--- config.mk ---
export PLATFORM = sky130hd
export DESIGN_NAME = apb_slave_regs
export DESIGN_NICKNAME = d
export VERILOG_FILES = /design/src/rtl/apb_pkg.sv /design/src/rtl/apb_reg_bank.sv /design/src/rtl/apb_slave_regs.sv
export SDC_FILE = /design/constraint.sdc
export NUM_CORES = 1
export LEC_CHECK = 0
export BUFFER_PORTS_ARGS = -buffer_cell sky130_fd_sc_hd__buf_2
export CORE_ASPECT_RATIO = 0.5
export CORE_MARGIN = 10
export CORE_UTILIZATION = 30
export DETAILED_ROUTE_END_ITERATION = 8
export PLACE_DENSITY = 0.47
export SKIP_LAST_GASP = 1
export SLEW_MARGIN = 20
export SYNTH_ARGS = -nofsm -noshare
export SYNTH_HDL_FRONTEND = slang
export SYNTH_SLANG_ARGS = --single-unit
--- constraint.sdc ---
create_clock -name clk -period 6.7 [get_ports clk]
set_input_delay 1.34 -clock clk [delete_from_list [all_inputs] [get_ports clk]]
set_output_delay 1.34 -clock clk [all_outputs]
set_load 0.01 [all_outputs]
--- src/rtl/apb_pkg.sv ---
// Shared types for the APB register completer: FSM states, error causes,
// and sizing helpers used by the top and the register bank.
package apb_pkg;

  typedef enum logic {
    IDLE   = 1'b0,
    ACCESS = 1'b1
  } state_e;

  localparam logic [1:0] ERR_NONE     = 2'd0;
  localparam logic [1:0] ERR_MISALIGN = 2'd1;
  localparam logic [1:0] ERR_RO       = 2'd2;
  localparam logic [1:0] ERR_PRIV     = 2'd3;

  localparam int CNT_WIDTH  = 16;
  localparam int WCNT_WIDTH = 4;

  function automatic int strb_width(input int dw);
    return (dw + 7) / 8;
  endfunction

  function automatic int num_regs(input int aw);
    return (2 ** (aw + 1)) / 4;
  endfunction

  // The last word index is always the read-only transfer counter.
  function automatic int cnt_idx(input int aw);
    return num_regs(aw) - 1;
  endfunction

  function automatic logic [1:0] decode_err(input logic [1:0] lsb, input logic wr,
                                            input logic priv, input logic is_cnt,
                                            input logic is_ctrl);
    if (lsb != 2'b00) return ERR_MISALIGN;
    if (wr && is_cnt) return ERR_RO;
    if (wr && is_ctrl && !priv) return ERR_PRIV;
    return ERR_NONE;
  endfunction

endpackage

--- src/rtl/apb_reg_bank.sv ---
// Read/write word storage: byte-strobed synchronous write, combinational read.
// Indices past the last stored word read as zero and ignore writes.
module apb_reg_bank #(
  parameter int DATA_WIDTH = 32,
  parameter int STRB_WIDTH = 4,
  parameter int NUM_RW     = 3,
  parameter int IDX_W      = 2
) (
  input  logic                  clk_i,
  input  logic                  rst_i,
  input  logic                  we_i,
  input  logic [IDX_W-1:0]      wr_idx_i,
  input  logic [DATA_WIDTH-1:0] wdata_i,
  input  logic [STRB_WIDTH-1:0] strb_i,
  input  logic [IDX_W-1:0]      rd_idx_i,
  output logic [DATA_WIDTH-1:0] rdata_o
);

  logic [DATA_WIDTH-1:0] regs_q [NUM_RW];

  always_ff @(posedge clk_i or posedge rst_i) begin
    if (rst_i) begin
      for (int i = 0; i < NUM_RW; i++) begin
        regs_q[i] <= '0;
      end
    end else if (we_i && (int'(wr_idx_i) < NUM_RW)) begin
      for (int b = 0; b < DATA_WIDTH; b++) begin
        if (strb_i[b/8]) regs_q[wr_idx_i][b] <= wdata_i[b];
      end
    end
  end

  assign rdata_o = (int'(rd_idx_i) < NUM_RW) ? regs_q[rd_idx_i] : '0;

endmodule

--- src/rtl/apb_slave_regs.sv ---
// APB completer with a byte-strobed register bank and a 16-bit transfer counter.
// Latency 2+WAIT_STATES cycles from setup to the single-cycle ready pulse.
module apb_slave_regs
  import apb_pkg::*;
#(
  parameter int ADDR_WIDTH  = 3,
  parameter int DATA_WIDTH  = 32,
  parameter int STRB_WIDTH  = strb_width(DATA_WIDTH),
  parameter int SEL_WIDTH   = 2,
  parameter int SEL_IDX     = 0,
  parameter int WAIT_STATES = 1
) (
  input  logic                  clk,
  input  logic                  reset,
  input  logic [ADDR_WIDTH:0]   addr,
  input  logic [2:0]            prot,
  input  logic [SEL_WIDTH-1:0]  sel,
  input  logic                  enable,
  input  logic                  write,
  input  logic [DATA_WIDTH-1:0] wdata,
  input  logic [STRB_WIDTH-1:0] strb,
  output logic                  ready,
  output logic [DATA_WIDTH-1:0] rdata,
  output logic                  slv_err
);

  localparam int NUM_REGS = num_regs(ADDR_WIDTH);
  localparam int IDX_W    = ADDR_WIDTH - 1;
  localparam logic [IDX_W-1:0]      CNT_IDX = IDX_W'(cnt_idx(ADDR_WIDTH));
  localparam logic [WCNT_WIDTH-1:0] WAIT_Q  = WCNT_WIDTH'(WAIT_STATES);

  state_e                 state_q;
  logic [WCNT_WIDTH-1:0]  wcnt_q;
  logic                   ready_q;
  logic                   err_q;
  logic [DATA_WIDTH-1:0]  rdata_q;
  logic [ADDR_WIDTH:0]    addr_q;
  logic                   write_q;
  logic                   priv_q;
  logic [DATA_WIDTH-1:0]  wdata_q;
  logic [STRB_WIDTH-1:0]  strb_q;
  logic [CNT_WIDTH-1:0]   xfer_cnt_q;

  logic                   sel_me;
  logic                   setup;
  logic                   done;
  logic                   bank_we;
  logic [ADDR_WIDTH:0]    cur_addr;
  logic                   cur_write;
  logic                   cur_priv;
  logic [IDX_W-1:0]       cur_idx;
  logic [1:0]             err_code;
  logic [DATA_WIDTH-1:0]  bank_rdata;
  logic [DATA_WIDTH-1:0]  rdata_d;
  logic                   ready_d;
  logic                   err_d;
  logic                   unused_bits;

  assign sel_me      = sel[SEL_IDX];
  assign setup       = sel_me && !enable;
  assign done        = (state_q == ACCESS) && ready_q && sel_me && enable;
  assign unused_bits = ^{sel, prot[2:1]};

  // A zero-wait response is formed during setup, before the control is latched.
  always_comb begin
    cur_addr  = addr_q;
    cur_write = write_q;
    cur_priv  = priv_q;
    if (state_q == IDLE) begin
      cur_addr  = addr;
      cur_write = write;
      cur_priv  = prot[0];
    end
  end

  assign cur_idx  = cur_addr[ADDR_WIDTH:2];
  assign err_code = decode_err(cur_addr[1:0], cur_write, cur_priv,
                               cur_idx == CNT_IDX, cur_idx == '0);
  assign bank_we  = done && write_q && (err_code == ERR_NONE);

  always_comb begin
    ready_d = 1'b0;
    if (state_q == IDLE) begin
      ready_d = setup && (WAIT_Q == '0);
    end else begin
      ready_d = sel_me && enable && !ready_q && (wcnt_q == WCNT_WIDTH'(1));
    end
    err_d   = (err_code != ERR_NONE);
    rdata_d = '0;
    if (!err_d && !cur_write) begin
      rdata_d = (cur_idx == CNT_IDX) ? DATA_WIDTH'(xfer_cnt_q) : bank_rdata;
    end
  end

  always_ff @(posedge clk or posedge reset) begin
    if (reset) begin
      state_q    <= IDLE;
      wcnt_q     <= '0;
      ready_q    <= 1'b0;
      err_q      <= 1'b0;
      rdata_q    <= '0;
      addr_q     <= '0;
      write_q    <= 1'b0;
      priv_q     <= 1'b0;
      wdata_q    <= '0;
      strb_q     <= '0;
      xfer_cnt_q <= '0;
    end else begin
      ready_q <= ready_d;
      err_q   <= ready_d && err_d;
      rdata_q <= ready_d ? rdata_d : '0;
      case (state_q)
        IDLE: begin
          if (setup) begin
            addr_q  <= addr;
            write_q <= write;
            priv_q  <= prot[0];
            wdata_q <= wdata;
            strb_q  <= strb;
            wcnt_q  <= WAIT_Q;
            state_q <= ACCESS;
          end
        end
        ACCESS: begin
          // Losing sel before completion abandons the transfer silently.
          if (!sel_me || ready_q) begin
            state_q <= IDLE;
            if (done) xfer_cnt_q <= xfer_cnt_q + 1'b1;
          end else if (enable && (wcnt_q != '0)) begin
            wcnt_q <= wcnt_q - 1'b1;
          end
        end
        default: state_q <= IDLE;
      endcase
    end
  end

  assign ready   = ready_q;
  assign rdata   = rdata_q;
  assign slv_err = err_q;

  apb_reg_bank #(
    .DATA_WIDTH(DATA_WIDTH),
    .STRB_WIDTH(STRB_WIDTH),
    .NUM_RW    (NUM_REGS - 1),
    .IDX_W     (IDX_W)
  ) u_bank (
    .clk_i   (clk),
    .rst_i   (reset),
    .we_i    (bank_we),
    .wr_idx_i(addr_q[ADDR_WIDTH:2]),
    .wdata_i (wdata_q),
    .strb_i  (strb_q),
    .rd_idx_i(cur_idx),
    .rdata_o (bank_rdata)
  );

endmodule

# After elaboration in Yosys (flattened, before gate mapping)
# Cells that the tools add are included.
[totals] word_cells=250 in_bits=49 reg_bits=193
[op_classes] n_mux=189 eq_ne=5 order_cmp=5 add_sub_neg=2 n_reduce_logical=32 bitwise_logic=3
[ops] operator="2-to-1 mux 96 bit" n=63
[ops] operator="bitwise mux 96 bit" n=32
[ops] operator="demux 32 bit (select 2 bit)" n=32
[ops] operator="2-to-1 mux 32 bit" n=7
[ops] operator="binary-select mux 32 bit (select 2 bit)" n=1
[ops] operator="2-to-1 mux 31 bit" n=1
[ops] operator="2-to-1 mux 30 bit" n=1
[ops] operator="2-to-1 mux 29 bit" n=1
[ops] operator="2-to-1 mux 28 bit" n=1
[ops] operator="2-to-1 mux 27 bit" n=1
[ops] operator="2-to-1 mux 26 bit" n=1
[ops] operator="2-to-1 mux 25 bit" n=1
[ops] operator="2-to-1 mux 24 bit" n=1
[ops] operator="2-to-1 mux 23 bit" n=1
[ops] operator="2-to-1 mux 22 bit" n=1
[ops] operator="2-to-1 mux 21 bit" n=1
[ops] operator="2-to-1 mux 20 bit" n=1
[ops] operator="2-to-1 mux 4 bit" n=5
[ops] operator="2-to-1 mux 19 bit" n=1
[ops] operator="2-to-1 mux 18 bit" n=1
[ops] operator="logical AND 1 bit" n=17
[ops] operator="2-to-1 mux 17 bit" n=1
[ops] operator="adder 16 x 1 -> 16 bit (second input constant)" n=1
[ops] operator="2-to-1 mux 16 bit" n=1
[ops] operator="other kinds (33)" n=62

# Longest topological paths before layout
[logic_depth] ltp_word=106 mapped_depth=7

# By module
# From an unflattened synthesis, not the netlist that was laid out.
[hier_totals] hier_cells=578 hier_area_um2=8368.0
[by_module_without_submodules] module="apb_reg_bank" seq_area_each_um2=2402.3 n_inst=1 cells_each=289 area_per_inst_um2=4444.3
[by_module_without_submodules] module="apb_slave_regs" seq_area_each_um2=2427.3 n_inst=1 cells_each=289 area_per_inst_um2=3923.8

# Worst setup path before layout
# OpenSTA, ideal clock, no wires.
[synth_timing] path_kind="input to register" from="in addr[0]" to="reg u_bank.regs_q[72] (netlist name)" path_stages=5 setup_ps=125 t_arrival_ps=3089 required_ps=6575 path_buffers=1 path_slack_ps=3486 cell_sequence="or3_1 > a211o_1 > or4_1 > buf_6 > mux2_4"
[synth_between] elab_chain_cells=7
[synth_rtl] item="start, declared" line="apb_slave_regs.sv:15" source="input logic [ADDR_WIDTH:0] addr,"
[synth_rtl] item="2-to-1 mux 4 bit" line="apb_slave_regs.sv:69" source="if (state_q == IDLE) begin"
[synth_rtl] item="nonzero test 2 bit" line="apb_pkg.sv:34" source="if (lsb != 2'b00) return ERR_MISALIGN;"
[synth_rtl] item="2-to-1 mux 1 bit" line="apb_pkg.sv:34"
[synth_rtl] item="2-to-1 mux 2 bit" line="apb_pkg.sv:35" source="if (wr && is_cnt) return ERR_RO;"
[synth_rtl] item="logical NOT 2 bit" line="apb_slave_regs.sv:79" source="assign bank_we = done && write_q && (err_code == ERR_NONE);"
[synth_rtl] item="logical AND 1 bit" line="apb_slave_regs.sv:79"
[synth_rtl] item="logical AND 1 bit" line="apb_reg_bank.sv:26" source="end else if (we_i && (int'(wr_idx_i) < NUM_RW)) begin"
[synth_rtl] item="end signal, assigned by index" line="apb_reg_bank.sv:28" source="if (strb_i[b/8]) regs_q[wr_idx_i][b] <= wdata_i[b];"
[synth_rtl] item="end, declared" line="apb_reg_bank.sv:19" source="logic [DATA_WIDTH-1:0] regs_q [NUM_RW];"
# Every way passes these cells.
# A chain may end at the register's enable or synchronous reset.

# Worst setup path in the final report
[layout_timing] from="in addr[2]" to="reg u_bank.regs_q[84] (netlist name)"
[layout_between] elab_chain_cells=13 elab_cells_between_ends=19
[layout_rtl] item="2-to-1 mux 4 bit *" line="apb_slave_regs.sv:69"
[layout_rtl] item="logical NOT 2 bit" line="apb_slave_regs.sv:78" source="cur_idx == CNT_IDX, cur_idx == '0);"
[layout_rtl] item="logical AND 1 bit (2 in series)" line="apb_pkg.sv:36" source="if (wr && is_ctrl && !priv) return ERR_PRIV;"
[layout_rtl] item="2-to-1 mux 1 bit (2 in series)" line="apb_pkg.sv:36"
[layout_rtl] item="2-to-1 mux 1 bit" line="apb_pkg.sv:35"
[layout_rtl] item="2-to-1 mux 2 bit" line="apb_pkg.sv:37" source="return ERR_NONE;"
[layout_rtl] item="2-to-1 mux 2 bit *" line="apb_pkg.sv:36"
[layout_rtl] item="2-to-1 mux 2 bit *" line="apb_pkg.sv:35"
[layout_rtl] item="logical NOT 2 bit *" line="apb_slave_regs.sv:79"
[layout_rtl] item="logical AND 1 bit *" line="apb_slave_regs.sv:79"
[layout_rtl] item="logical AND 1 bit *" line="apb_reg_bank.sv:26"
# Mark *: on every way between the ends. The rest lies on a longest branch, timed or not. The select of a mux whose other input is x is not followed.

==> flow_metrics.tcl <==
set metrics [dict create \
    cts_made_buffers 17 \
    hold_viol 0 \
    port-buffer-count 79 \
    setup_viol 0 \
    post_cts_buffers 0 \
    crit_required_ps 7020 \
    rsz0062_at_grt "no" \
    r2r_cells 5 \
    critical_path_arrival_ps 3940 \
    finalCriticalPeriod_ps 3620 \
    rows 42 \
    die_y_microns 136 \
    drtAntennaViolNets 0 \
    htreeDepth 4 \
    ctsLongestPathBuffers 2 \
    final_nets 678 \
    slew_violations 0 \
    yosysUniqueCellTypes 41 \
    drtIter0Drc 278 \
    drt-total-wl_mm 17.7 \
    dp_hpwl_mm 11.6 \
    regToRegStartpoint "state_q" \
    clock_latency_ps 430 \
    yosys_register_bits 193 \
    cts_tree "yes" \
    path_clk_slew_ps 70 \
    ios 83 \
    min_path_cells 1 \
    antenna_cells 0 \
    drc 0 \
    routed_via_density 4.65 \
    ir_worst_vdd_mv 0.168 \
    grt_max_degree 82 \
    holdPathEnd "xfer_cnt_q[15]" \
    die-area_sq_um 34500 \
    cts_root_buf "clkbuf_16" \
    synth_fp_nets 595 \
    start_kind "primary input" \
    final_area_sq_um 9540 \
    antenna_found_initial 0 \
    fin_skew_ps 9.10 \
    gp_congestion 0.705 \
    dp.cells 957 \
    cp_max_fo 18 \
    final_cells 989 \
    r2r-end "u_bank.regs_q[84]" \
    power.density_nw_per_um2 270 \
    grt_pass1_vias 5020 \
    overflow 0 \
    syn_area_sq_um 8130 \
    area_growth_pct 17.4 \
    fmax_mhz 276 \
    place_area_sq_um 8950 \
    final_cell_mix "193 x dfrtp_1, 139 x mux2_2, 79 x buf_2, 21 x nor2_1, 20 x nor2b_1" \
    fin_crit_sh 0.541 \
    endpoint_kind "flop" \
    seq_area_frac_synth 0.594 \
    layout_commonest_cell "dfrtp_1" \
    critical_path_class "in2reg" \
    status "complete, no violations" \
    cts_hold_buf 0 \
    track_usage 0.109 \
    ff2ff_setup_slack_ps 3240 \
    slew_headroom 0.384 \
    max-cap-violations 0 \
    start_util 0.306 \
    p_leak_nw 4.54 \
    via_count 4600 \
    die_w_microns 253 \
    yosys_warnings 0 \
    coreArea_sq_um 26500 \
    drtPass1Iterations 4 \
    wl_per_cell_microns 17.9 \
    cts-resized-gates 0 \
    hp-class "reg2reg" \
    drive_above_1_share 0.473 \
    fin_setup_tns_ps 0 \
    avgSynthCellArea_sq_um 15.0 \
    hp-start "xfer_cnt_q[15]" \
    cts.sinks 193 \
    synth_cells 542 \
    grt_pass1_wl_mm 28.8 \
    worst_pin_slew_ps 924 \
    fill_cells 2545 \
]
## cells by family after synthesis
family,Yosys count,synth area share
DFF,193,0.594
muxes,175,0.271
and+or+nand+nor,100,0.0728
buffers and inverters,28,0.0158
AOI/OAI and AO/OA,27,0.0239
xor gates and xnor gates,15,0.0162
adders and majority gates,4,0.00616
## final cells by class
cell class	count	area [sq um]	area share
flip-flops and latches	193	4830	0.506
multi-input cells	321	3200	0.336
clock buffers	21	470	0.0493
repair buffers	87	463	0.0485
well taps	352	440	0.0462
clock inverters	10	110	0.0115
inverters	5	26.3	0.00275
## how the worst max path moves through the flow
stage                       start           endpoint  slack, ps  cells past startpoint
after CTS                 addr[3]  u_bank.regs_q[73]       2890                      6
after floorplan             reset          addr_q[0]        100                      1
after detailed placement  addr[3]  u_bank.regs_q[74]       2410                      6
after global routing      addr[2]  u_bank.regs_q[84]       2960                      6
after global placement    addr[3]  u_bank.regs_q[73]       2420                      6
final                     addr[2]  u_bank.regs_q[84]       3080                      6
## registers in the layout, summed over array words and instances, names as in the netlist
signal	flops
addr_q	4
priv_q	1
rdata	32
ready	1
slv_err	1
state_q	1
strb_q	4
u_bank.regs_q	96
wcnt_q	4
wdata_q	32
write_q	1
xfer_cnt_q	16
## synth_stat cells
| master | count | share of area |
|---|---|---|
| a211o_1 | 1 | 0.0011 |
| or3b_2 | 1 | 0.0011 |
| a22oi_1 | 16 | 0.015 |
| ha_1 | 4 | 0.0062 |
| mux2_2 | 139 | 0.19 |
| nor2b_1 | 20 | 0.015 |
| nand2_1 | 15 | 0.0069 |
| nor4_1 | 1 | 0.00077 |
| inv_1 | 5 | 0.0023 |
| o21ai_0 | 4 | 0.0025 |
| and3_1 | 4 | 0.0031 |
| mux2i_1 | 4 | 0.0049 |
| nand3b_1 | 2 | 0.0018 |
| dfrtp_1 | 193 | 0.59 |
| nor2_1 | 21 | 0.0097 |
| nand4_1 | 8 | 0.0062 |
| nor4_4 | 2 | 0.0052 |
| nand3_2 | 3 | 0.0037 |
| nand4b_2 | 1 | 0.0018 |
| a211oi_1 | 2 | 0.0018 |
| a31o_2 | 1 | 0.0011 |
| and4b_1 | 1 | 0.0012 |
| clkbuf_1 | 17 | 0.0078 |
| a21boi_0 | 1 | 0.00092 |
| a21o_1 | 1 | 0.00092 |
| or3_1 | 1 | 0.00077 |
| nor3b_1 | 1 | 0.00092 |
| a31oi_1 | 1 | 0.00077 |
| or4_1 | 2 | 0.0018 |
| nand2b_1 | 1 | 0.00077 |
| nand3_1 | 9 | 0.0055 |
| xnor2_1 | 13 | 0.014 |
| mux4_2 | 16 | 0.044 |
| xor2_1 | 2 | 0.0022 |
| buf_1 | 2 | 0.00092 |
| or3b_4 | 1 | 0.0014 |
| buf_6 | 3 | 0.0042 |
| nor3_1 | 4 | 0.0025 |
| and4_1 | 2 | 0.0022 |
| mux2_4 | 16 | 0.030 |
| buf_2 | 1 | 0.00061 |
## routing by layer
metal	wire length, microns	track usage
met5	0	0
met1	8280	0.136
met3	444	0.0259
met2	8770	0.181
met4	182	0.0379
## worst max-delay path, cell delays in order
cell     delay (ps)
buf_2           130
mux2i_4         680
buf_4           420
and4b_1         410
or4_1           590
mux2_4          350
## metrics by stage
step | power (mW) | utilization | setup WS (ps) | hold slack [ps]
floorplan | 1.50 | - | 104 | 441
detailed placement | 1.60 | 0.337 | 2410 | 461
global placement | 1.59 | 0.337 | 2420 | 481
global route | 2.72 | 0.360 | 2960 | 511
finish | 2.58 | 0.360 | 3080 | 478
CTS | 2.62 | 0.359 | 2890 | 479
## power breakdown
part / total (mW) / internal, mW / switching [mW]
Clock: 1.01 / 0.575 / 0.437
Sequential: 1.32 / 1.24 / 0.0807
Combinational: 0.248 / 0.122 / 0.127
Total: 2.58 / 1.94 / 0.644
No activity file was read; power rests on OpenSTA's default activity.
